--- src/rtl/rv32_mem_arbiter_pkg.sv ---
// rv32_mem_arbiter_pkg: shared RV32 constants plus the arbiter's response tag
// types.
//   owner_t    - which requester a memory access belongs to
//   resp_tag_t - one response-pipeline entry {valid, owner, err, is_store}
//   ERR_RDATA  - read data returned with an error response
//   addr_legal - word-aligned and inside the memory
package rv32_mem_arbiter_pkg;

  // RV32I major opcodes
  localparam logic [6:0] OPC_LOAD   = 7'b0000011;
  localparam logic [6:0] OPC_STORE  = 7'b0100011;
  localparam logic [6:0] OPC_OP_IMM = 7'b0010011;
  localparam logic [6:0] OPC_OP     = 7'b0110011;
  localparam logic [6:0] OPC_BRANCH = 7'b1100011;
  localparam logic [6:0] OPC_JAL    = 7'b1101111;

  typedef enum logic {OWN_IF = 1'b0, OWN_D = 1'b1} owner_t;

  typedef struct packed {
    logic   valid;
    owner_t owner;
    logic   err;
    logic   is_store;
  } resp_tag_t;

  localparam logic [31:0] ERR_RDATA = 32'hDEADBEEF;

  function automatic logic addr_legal(input logic [31:0] addr, input int unsigned words);
    return (addr[1:0] == 2'b00) && ({2'b00, addr[31:2]} < words);
  endfunction

endpackage

--- src/rtl/rv32_resp_pipe.sv ---
// rv32_resp_pipe: DEPTH-stage shift register of response tags. One entry is
// pushed every cycle (invalid when nothing was granted), so the tag leaving
// the last stage lines up with memory read data of the same access.
//   clk_i  clock
//   clr_i  synchronous clear; drops every in-flight entry
//   tag_i  tag of the access granted this cycle
//   tag_o  tag of the access granted DEPTH cycles ago
module rv32_resp_pipe
  import rv32_mem_arbiter_pkg::*;
#(
  parameter int unsigned DEPTH = 1
) (
  input  logic      clk_i,
  input  logic      clr_i,
  input  resp_tag_t tag_i,
  output resp_tag_t tag_o
);

  resp_tag_t [DEPTH-1:0] pipe_q;

  always_ff @(posedge clk_i) begin
    if (clr_i) begin
      pipe_q <= '0;
    end else begin
      pipe_q[0] <= tag_i;
      for (int i = 1; i < DEPTH; i++) pipe_q[i] <= pipe_q[i-1];
    end
  end

  assign tag_o = pipe_q[DEPTH-1];

endmodule

--- src/rtl/rv32_mem_arbiter.sv ---
// rv32_mem_arbiter: shares one single-port memory between instruction fetch
// (read only) and load/store. Data wins unless it has already taken
// MAX_DATA_BURST grants in a row while fetch waited. Illegal (misaligned or
// out-of-range) accesses are granted but never reach memory; they return an
// error response with ERR_RDATA.
//   clk_i, rst_i                        clock, synchronous active-high reset
//   if_req_i/if_addr_i/if_gnt_o         fetch request / address / accept
//   if_rvalid_o/if_rdata_o/if_err_o     fetch response
//   d_req_i/d_we_i/d_addr_i/d_wdata_i   data request
//   d_gnt_o                             data accept
//   d_rvalid_o/d_rdata_o/d_err_o        load response, or store error
//   mem_en_o/mem_we_o/mem_addr_o/
//   mem_wdata_o/mem_rdata_i             memory port, read data MEM_LATENCY later
module rv32_mem_arbiter
  import rv32_mem_arbiter_pkg::*;
#(
  parameter int unsigned MEM_WORDS      = 1024,
  parameter int unsigned MEM_LATENCY    = 1,
  parameter int unsigned MAX_DATA_BURST = 4,
  localparam int unsigned AW            = $clog2(MEM_WORDS)
) (
  input  logic          clk_i,
  input  logic          rst_i,
  input  logic          if_req_i,
  input  logic [31:0]   if_addr_i,
  output logic          if_gnt_o,
  output logic          if_rvalid_o,
  output logic [31:0]   if_rdata_o,
  output logic          if_err_o,
  input  logic          d_req_i,
  input  logic          d_we_i,
  input  logic [31:0]   d_addr_i,
  input  logic [31:0]   d_wdata_i,
  output logic          d_gnt_o,
  output logic          d_rvalid_o,
  output logic [31:0]   d_rdata_o,
  output logic          d_err_o,
  output logic          mem_en_o,
  output logic          mem_we_o,
  output logic [AW-1:0] mem_addr_o,
  output logic [31:0]   mem_wdata_o,
  input  logic [31:0]   mem_rdata_i
);

  localparam int unsigned BW = $clog2(MAX_DATA_BURST + 1);

  logic [BW-1:0] burst_cnt_q, burst_cnt_d;
  logic          fetch_win, any_gnt, acc_legal;
  logic [31:0]   acc_addr, rdata_sel;
  resp_tag_t     tag_in, tag_out;
  logic          rsp_live;

  // ---- grant + memory strobe (combinational, same cycle as req) ----
  always_comb begin
    fetch_win   = if_req_i && (!d_req_i || burst_cnt_q == BW'(MAX_DATA_BURST));
    if_gnt_o    = !rst_i && fetch_win;
    d_gnt_o     = !rst_i && d_req_i && !fetch_win;
    any_gnt     = if_gnt_o || d_gnt_o;
    acc_addr    = if_gnt_o ? if_addr_i : d_addr_i;
    acc_legal   = addr_legal(acc_addr, MEM_WORDS);
    mem_en_o    = any_gnt && acc_legal;
    mem_we_o    = mem_en_o && d_gnt_o && d_we_i;
    mem_addr_o  = mem_en_o ? acc_addr[AW+1:2] : '0;
    mem_wdata_o = mem_we_o ? d_wdata_i : '0;

    tag_in = '0;
    if (any_gnt) begin
      tag_in.valid    = 1'b1;
      tag_in.owner    = if_gnt_o ? OWN_IF : OWN_D;
      tag_in.err      = !acc_legal;
      tag_in.is_store = d_gnt_o && d_we_i;
    end

    // Streak of data grants only counts while fetch is actually waiting.
    burst_cnt_d = burst_cnt_q;
    if (!if_req_i || if_gnt_o) burst_cnt_d = '0;
    else if (d_gnt_o)          burst_cnt_d = burst_cnt_q + BW'(1);
  end

  always_ff @(posedge clk_i) begin
    if (rst_i) burst_cnt_q <= '0;
    else       burst_cnt_q <= burst_cnt_d;
  end

  rv32_resp_pipe #(.DEPTH(MEM_LATENCY)) u_resp_pipe (
    .clk_i (clk_i),
    .clr_i (rst_i),
    .tag_i (tag_in),
    .tag_o (tag_out)
  );

  // ---- response routing ----
  // Outputs are also gated by rst_i so the reset cycle itself shows nothing,
  // even for the entry that was sitting at the pipe exit.
  always_comb begin
    rsp_live    = tag_out.valid && !rst_i;
    rdata_sel   = tag_out.err ? ERR_RDATA : mem_rdata_i;
    if_rvalid_o = rsp_live && tag_out.owner == OWN_IF;
    // Legal stores complete silently; only their errors are reported.
    d_rvalid_o  = rsp_live && tag_out.owner == OWN_D && (!tag_out.is_store || tag_out.err);
    if_rdata_o  = if_rvalid_o ? rdata_sel : '0;
    d_rdata_o   = d_rvalid_o  ? rdata_sel : '0;
    if_err_o    = if_rvalid_o && tag_out.err;
    d_err_o     = d_rvalid_o  && tag_out.err;
  end

endmodule

--- config.mk ---
export PLATFORM = sky130hd
export DESIGN_NAME = rv32_mem_arbiter
export DESIGN_NICKNAME = d
export VERILOG_FILES = /design/src/rtl/rv32_mem_arbiter_pkg.sv /design/src/rtl/rv32_resp_pipe.sv /design/src/rtl/rv32_mem_arbiter.sv
export SDC_FILE = /design/constraint.sdc
export NUM_CORES = 1
export LEC_CHECK = 0
export ABC_AREA = 1
export CAP_MARGIN = 15
export CORE_AREA = 2 2 96 98
export CTS_CLUSTER_SIZE = 8
export DETAILED_ROUTE_END_ITERATION = 10
export DIE_AREA = 0 0 98 100
export GPL_TIMING_DRIVEN = 0
export HOLD_SLACK_MARGIN = 0.06
export PLACE_DENSITY = 0.79
export SYNTH_ARGS = -nofsm -noshare
export SYNTH_HDL_FRONTEND = slang
export SYNTH_SLANG_ARGS = --single-unit
--- constraint.sdc ---
create_clock -name clk_i -period 2.15 [get_ports clk_i]
set_input_delay 0.215 -clock clk_i [delete_from_list [all_inputs] [get_ports clk_i]]
set_output_delay 0.215 -clock clk_i [all_outputs]
set_load 0.02 [all_outputs]
==> results of run 1 <==
[layout make-up]
cell class | instances | area [um^2] | area share
multi-input cells | 207 | 1330 | 0.274
plain buffers | 19 | 143 | 0.0293
inverters | 93 | 349 | 0.0718
flip-flops and latches | 7 | 143 | 0.0293
well taps | 111 | 139 | 0.0286
clock buffers | 4 | 45.0 | 0.00926
repair buffers | 266 | 2710 | 0.558
[power breakdown]
part           leakage, nW  total, mW  switching, mW  internal (mW)
sequential          0.0584      0.140        0.00288          0.137
combinational         2.62      0.545          0.240          0.305
clock               0.0228      0.181         0.0527          0.128
[per-layer routing]
layer | share of wire | global-route usage | wire, um
met2 | 0.55 | 0.336 | 4830
met3 | 0.099 | 0.0418 | 861
met5 | 0.0014 | 0 | 12
met1 | 0.33 | 0.153 | 2920
met4 | 0.011 | 0.0363 | 94
[cells in the mapped netlist (all sizes together)]
master and instances:
dfxtp 7, clkbuf 9, o21bai 1, inv 93, ha 2, nand3 8, nor2 75, a21oi 49
a21boi 1, o21ai 1, or2 2, nand2 49, nor3 18, buf 10, nor3b 1
[final timing paths]
path / from / endpoint / slack (ps) / cells past startpoint
setup reg to reg: burst_cnt_q[0] / u_resp_pipe.tag_o[1] / 680 / 10
setup / recovery: if_addr_i[0] / mem_wdata_o[6] / -90 / 11
hold / removal: burst_cnt_q[0] / burst_cnt_q[0] / 550 / 3
hold reg to reg: burst_cnt_q[0] / burst_cnt_q[0] / 550 / 3
[timing repair]
action / 4_1_cts / 5_1_grt
pin swaps: 3 / 12
endpoints found under the setup margin: 113 / 58
gates cloned: 2 / 0
buffers inserted: 14 / 4
gates resized for setup: 295 / 127
[cell families after synthesis]
family	after synthesis	synth area share
AO/OA/AOI/OAI	52	0.163
adder cells (fa/ha/maj)	2	0.0153
buffers and inverters	112	0.281
flip-flops	7	0.0859
AND/OR/NAND/NOR	153	0.456
[registers in the layout, indices dropped and copies added (netlist names)]
name and flops:
u_resp_pipe.tag_o 4, burst_cnt_q 3
[stage by stage]
stage	setup TNS, ps	cells	setup WS [ps]
2_1_floorplan	0	326	175
3_3_place_gp	-41990	683	-616
3_5_place_dp	-41850	683	-598
4_1_cts	-1320	703	-120
5_1_grt	-5120	707	-215
6_report	-1060	707	-89.5
[critical path: stages]
cell and delay (ps):
clkdlybuf4s50_1 430, or2_1 250, nor2_2 180, nor2_4 50, nor2_4 140, nand3_4 110, buf_12 150, buf_8 120
buf_16 140, nor2_4 100, buf_6 120
==> results by group, run 1 <==
Outcome
  – Outcome: finished, violations left
  – Failing checks: setup timing

Detailed routing
  – Initial DRT Pass Iterations: 4
  – WL/cell: 12.3 um
  – Vias per cell: 4.13
  – Final ANT Viol Nets: 0
  – Via count: 2,921
  – Routed wire length: 8.72 mm
  – Starting DRT DRC Count: 23
  – DRC: 0

STA
  – Tmin final: 2240 ps
  – Final hold vios: 0
  – Slew margin rel.: 0.678
  – Worst Setup Slack, final: -89.5 ps
  – WHS: 550 ps
  – RSZ-0062 raised after global routing: yes
  – Worst clock skew: 2.33 ps
  – Setup violators final: 25
  – Slew Viols, Final: 0
  – Tcrit/Tclk final: 1.04
  – FMAX: 447 MHz
  – Worst slew pin tran: 483 ps

Layout
  – Most frequent cells in the layout: clkdlybuf4s50_1, inv_1, dlygate4sd2_1
  – Most common cell after layout, fill and taps aside: clkdlybuf4s50_1
  – N_diodes: 0
  – P&R area growth vs syn: 198%
  – Finished Cell Area: 0.00486 mm^2
  – FILL cells: 868
  – Fraction of layout cells with a size suffix above 1: 0.247
  – Core Util, Final: 0.547
  – Layout Nets: 732

Yosys
  – Sequential-to-total area share from yosys stat: 0.0859
  – Mean Syn Cell Area: 5.00 um^2
  – Post-synth top area cell: inv_1
  – Synthesized net count: 461
  – Syn Std Cell Area: 0.00163 mm^2
  – Netlist cell types: 22
  – Seq cells post-synth: 7
  – Yosys top cell area share: 0.209
  – Ys Warns: 0
  – Post-Syn Instances: 326
  – Dominant cells by area after synthesis: inv_1, a21oi_1, nor2_2

Global routing
  – Initial antenna violation count: 1
  – GRT Residual Overflow: 0
  – First-pass GRT wire length: 12.9 mm
  – Largest net degree at the start of global routing: 11
  – Vias in the first global route: 2,876
  – Total GRT Usage: 0.160

Die
  – Die Y: 100 um
  – Row count: 35
  – Core region area: 0.00889 mm^2
  – Die W: 98 um
  – DIE AREA: 0.00980 mm^2
  – Top Ports: 247
  – Initial core utilization: 0.184

Placement
  – Placer Congestion: 0.900
  – Hpwl dp: 7.36 mm
  – Placed cell area: 0.00423 mm^2
  – PortBufs: 246

Clock network
  – Clock buffer depth: 2
  – CTS buffer count: 3
  – Skew-Pair Late Insertion Delay: 230 ps
  – Number of H-tree levels: 1
  – Worst-path clk slew: 40 ps
  – Clk sinks: 7
  – Root buf cell: clkbuf_8
  – CTS tree: yes
  – Cts hold-fix bufs: 0

Job
  – Max Cap Viol: 0

Critical path
  – Critical path arrival: 2020 ps
  – CP endpoint kind: output port
  – WP data required: 1930 ps
  – Startpoint Class: primary input
  – Crit Path Class: primary input to output port
  – CP max FO: 5

Power
  – Leak Pwr: 2.70 nW
  – Total Power: 866 uW
  – P per Cell Area: 178 mW/mm^2
  – Peak VDD IR: 0.0000909 V

Worst hold path
  – Worst Hold Class: register to register
Power figures use the tool's default switching activity.
==> run 2, diff against run 1 <==
- ABC_AREA: 1 -> unset
- CTS_BUF_LIST: unset -> sky130_fd_sc_hd__clkbuf_4 sky130_fd_sc_hd__clkbuf_8
- PLACE_DENSITY: 0.79 -> 0.76
- clock period: 2.15 -> 2.65 ns (I/O delays scaled with it)
==> run 2 against run 1 <==
The flow now finishes without violations. Critical path type unchanged. Flip-flop and latch count unchanged. Hold slack got worse by 79 ps. Critical endpoint is now if_rdata_o[22]. Area after synthesis decreased by 15%. Clock skew increased by 1.2 ps. First-iteration DRC count increased by 61%. Non-clock buffer count decreased by 13. Worst setup slack improved by 180 ps. Design area decreased by 17%. Highest routed layer is now met4. Clock power decreased by 11%. Sequential share of layout area increased by 0.55 points. Final cell count decreased by 14%.
==> results by group, run 2 <==
Outcome
  – Outcome: completed

Clock network
  – Worst-path clk slew: 40 ps (about the same)
  – Number of H-tree levels: 1 (unchanged)
  – CTS tree: yes
  – Clk sinks: 7 (unchanged)
  – Clock buffer depth: 2 (unchanged)
  – Skew-Pair Late Insertion Delay: 230 ps (about the same)
  – Root buf cell: clkbuf_8
  – CTS buffer count: 3 (unchanged)

Job
  – Max Cap Viol: 0 (unchanged)

Critical path
  – Critical path arrival: 2290 ps (+270 ps)
  – Startpoint Class: primary input
  – WP data required: 2380 ps (+450 ps)
  – Critical path's most frequent cell: clkdlybuf4s50_1
  – Reg2reg end: u_resp_pipe.tag_o[1]
  – CP max FO: 10 (+5)
  – Flop2flop setup slack: 970 ps (+290 ps)
  – CP endpoint kind: output port
  – Reg2Reg Launch Point: burst_cnt_q[0]
  – Slowest cell on crit path: clkdlybuf4s50_1
  – Worst path cell trace: clkdlybuf4s50_1 > nor2b_1 > nand2b_1 > clkbuf_1 > clkbuf_2 > nor2_1 > clkdlybuf4s50_1
  – CP peak stage delay: 630 ps (+200 ps)
  – FF-to-FF path depth: 8 (-2)
  – Crit Path Class: primary input to output port

Yosys
  – Syn Std Cell Area: 0.00138 mm^2 (-15%)
  – Top cell types by occurrence after synthesis: nor2_1, and3_1, nand3_1
  – Sequential-to-total area share from yosys stat: 0.101 (+0.0155)
  – Yosys top cell area share: 0.255 (+0.0458)
  – Post-synth top area cell: nor2_1
  – Fraction of registers with async set/reset: 0 (unchanged)
  – Ys flop type: dfxtp_1
  – EDFF count, synth: 0 (unchanged)
  – Synthesized net count: 377 (-18%)
  – Seq cells post-synth: 7 (unchanged)
  – Post-Syn Instances: 242 (-26%)
  – Most common cell in the netlist: nor2_1
  – Mean Syn Cell Area: 5.71 um^2 (+14%)
  – Ys Warns: 0 (unchanged)
  – Netlist cell types: 33 (+50%)
  – Dominant cells by area after synthesis: nor2_1, and3_1, dfxtp_1

Layout
  – Finished Cell Area: 0.00403 mm^2 (-17%)
  – FILL cells: 866 (-0.23%)
  – P&R area growth vs syn: 191%
  – Most frequent cells in the layout: clkdlybuf4s50_1, nor2_1, and3_1
  – Most common cell after layout, fill and taps aside: clkdlybuf4s50_1
  – Number of flip-flops in the largest register: 4 (unchanged)
  – Layout Nets: 632 (-14%)
  – Fraction of layout cells with a size suffix above 1: 0.109 (-0.138)
  – N_diodes: 0 (unchanged)

Placement
  – Placer Congestion: 0.897 (-0.36%)
  – Pre-CTS WS: -372 ps (+226 ps)
  – Placed cell area: 0.00398 mm^2 (-5.9%)
  – PortBufs: 246 (unchanged)
  – Hpwl dp: 7.38 mm (+0.30%)

Global routing
  – Largest net degree at the start of global routing: 11 (unchanged)
  – Vias in the first global route: 2,500 (-13%)
  – GRT Residual Overflow: 0 (unchanged)
  – First-pass GRT wire length: 12.2 mm (-5.7%)
  – Total GRT Usage: 0.150 (-0.00970)
  – Initial antenna violation count: 0 (-1)

Worst hold path
  – Worst Hold Class: register to register
  – Hold depth: 1 (-2)
  – Worst hold endpoint: burst_cnt_q[0]
  – Hold Path Origin: burst_cnt_q[0]

STA
  – Tmin final: 2560 ps
  – Worst Setup Slack, final: 90.9 ps (+180 ps)
  – Final hold vios: 0 (unchanged)
  – WHS: 471 ps (-78.5 ps)
  – FMAX: 391 MHz
  – Worst slew pin tran: 494 ps (+10.8 ps)
  – Worst clock skew: 3.56 ps (+1.23 ps)
  – Tcrit/Tclk final: 0.966
  – Slew Viols, Final: 0 (unchanged)
  – Setup violators final: 0 (-100%)
  – Setup TNS: 0 ps (+1060 ps)
  – RSZ-0062 raised after global routing: no
  – Slew margin rel.: 0.671 (-0.00723)

Die
  – Die Y: 100 um (unchanged)
  – Row count: 35 (unchanged)
  – Die W: 98 um (unchanged)
  – Top Ports: 247 (unchanged)
  – Core region area: 0.00889 mm^2 (unchanged)
  – Initial core utilization: 0.156 (-0.0280)
  – DIE AREA: 0.00980 mm^2 (unchanged)

Detailed routing
  – Via count: 2,646 (-9.4%)
  – Vias per cell: 4.36 (+5.5%)
  – WL/cell: 13.7 um (+11%)
  – Routed wire length: 8.31 mm (-4.7%)
  – Final ANT Viol Nets: 0 (unchanged)
  – Initial DRT Pass Iterations: 4 (unchanged)
  – DRC: 0 (unchanged)
  – Starting DRT DRC Count: 37 (+61%)

Power
  – Peak VDD IR: 0.0000907 V (-0.13%)
  – Leak Pwr: 1.85 nW (-32%)
  – Total Power: 672 uW (-22%)
  – P per Cell Area: 167 mW/mm^2 (-6.2%)
run 2: changes by cell type in the layout (fill, tap and decap cells not counted), moves of 28 or more:
cell	previous run	this run
and3_1	0	29
clkdlybuf4s50_1	137	201
dlygate4sd2_1	51	23
a21oi_1	49	11
nand2_1	43	12
inv_1	87	7
buf_6	45	4
nor2_1	29	94
nor2_4	42	0
run 2: critical path: cells and delay by family:
| kind | cells | cell delay, ps |
|---|---|---|
| buf+inv | 4 | 1560 |
| simple gates | 3 | 450 |
run 2: area by class of cell:
cell class                 count  area [um^2]  share of cell area
buffer                        21          123              0.0305
clock buffer                   4         48.8              0.0121
inverter                       7         26.3             0.00653
multi-input combinational    206         1120               0.278
sequential                     7          140              0.0348
tap                          111          139              0.0345
timing repair buffer         251         2430               0.603
run 2: logic make-up (layout without fill, tap and decap cells):
family          after synthesis  in the layout  share of synthesized area
simple gates                184            184                      0.672
fa+ha+maj                     2              2                     0.0181
mux                           1              1                    0.00724
flops                         7              7                      0.101
buf+inv                      29            283                      0.104
compound gates               19             19                     0.0968
run 2: timing repair:
item                                   CTS  global route
setup buffers                            3             2
hold buffers                             0             0
pin swaps                                1             1
setup endpoints to repair               66            67
endpoints found under the hold margin    0             0
gates resized for setup                 54            34
gates cloned                             0             0
run 2: metrics by stage:
stage,util,cells
after floorplan,-,242
after global placement,0.448,599
after detailed placement,0.448,599
after CTS,0.453,605
after global routing,0.453,607
final,0.453,607
run 2: metal layers:
layer  track usage  part of all wire  up-vias  routed length [um]
li1              -                 -     1319                   -
met1         0.151              0.36     1151                2980
met2         0.311              0.53      165                4440
met3        0.0306             0.092       11                 766
met4        0.0385             0.016        0                 131
met5             0                 0        -                   0
run 2: report_power, final:
group          internal, mW  total (mW)  switching (mW)
Clock                 0.114       0.161          0.0466
Combinational         0.249       0.398           0.149
Sequential            0.110       0.114         0.00364
run 2: worst max-delay path by stage:
| stage | start | endpoint | cells past startpoint |
|---|---|---|---|
| finish | rst_i | if_rdata_o[22] | 7 |
| global route | burst_cnt_q[0] | mem_wdata_o[29] | 9 |
| CTS | if_addr_i[20] | mem_wdata_o[21] | 9 |
| detailed placement | rst_i | mem_wdata_o[21] | 7 |
| global placement | rst_i | mem_wdata_o[18] | 7 |
| floorplan | burst_cnt_q[0] | mem_wdata_o[10] | 6 |
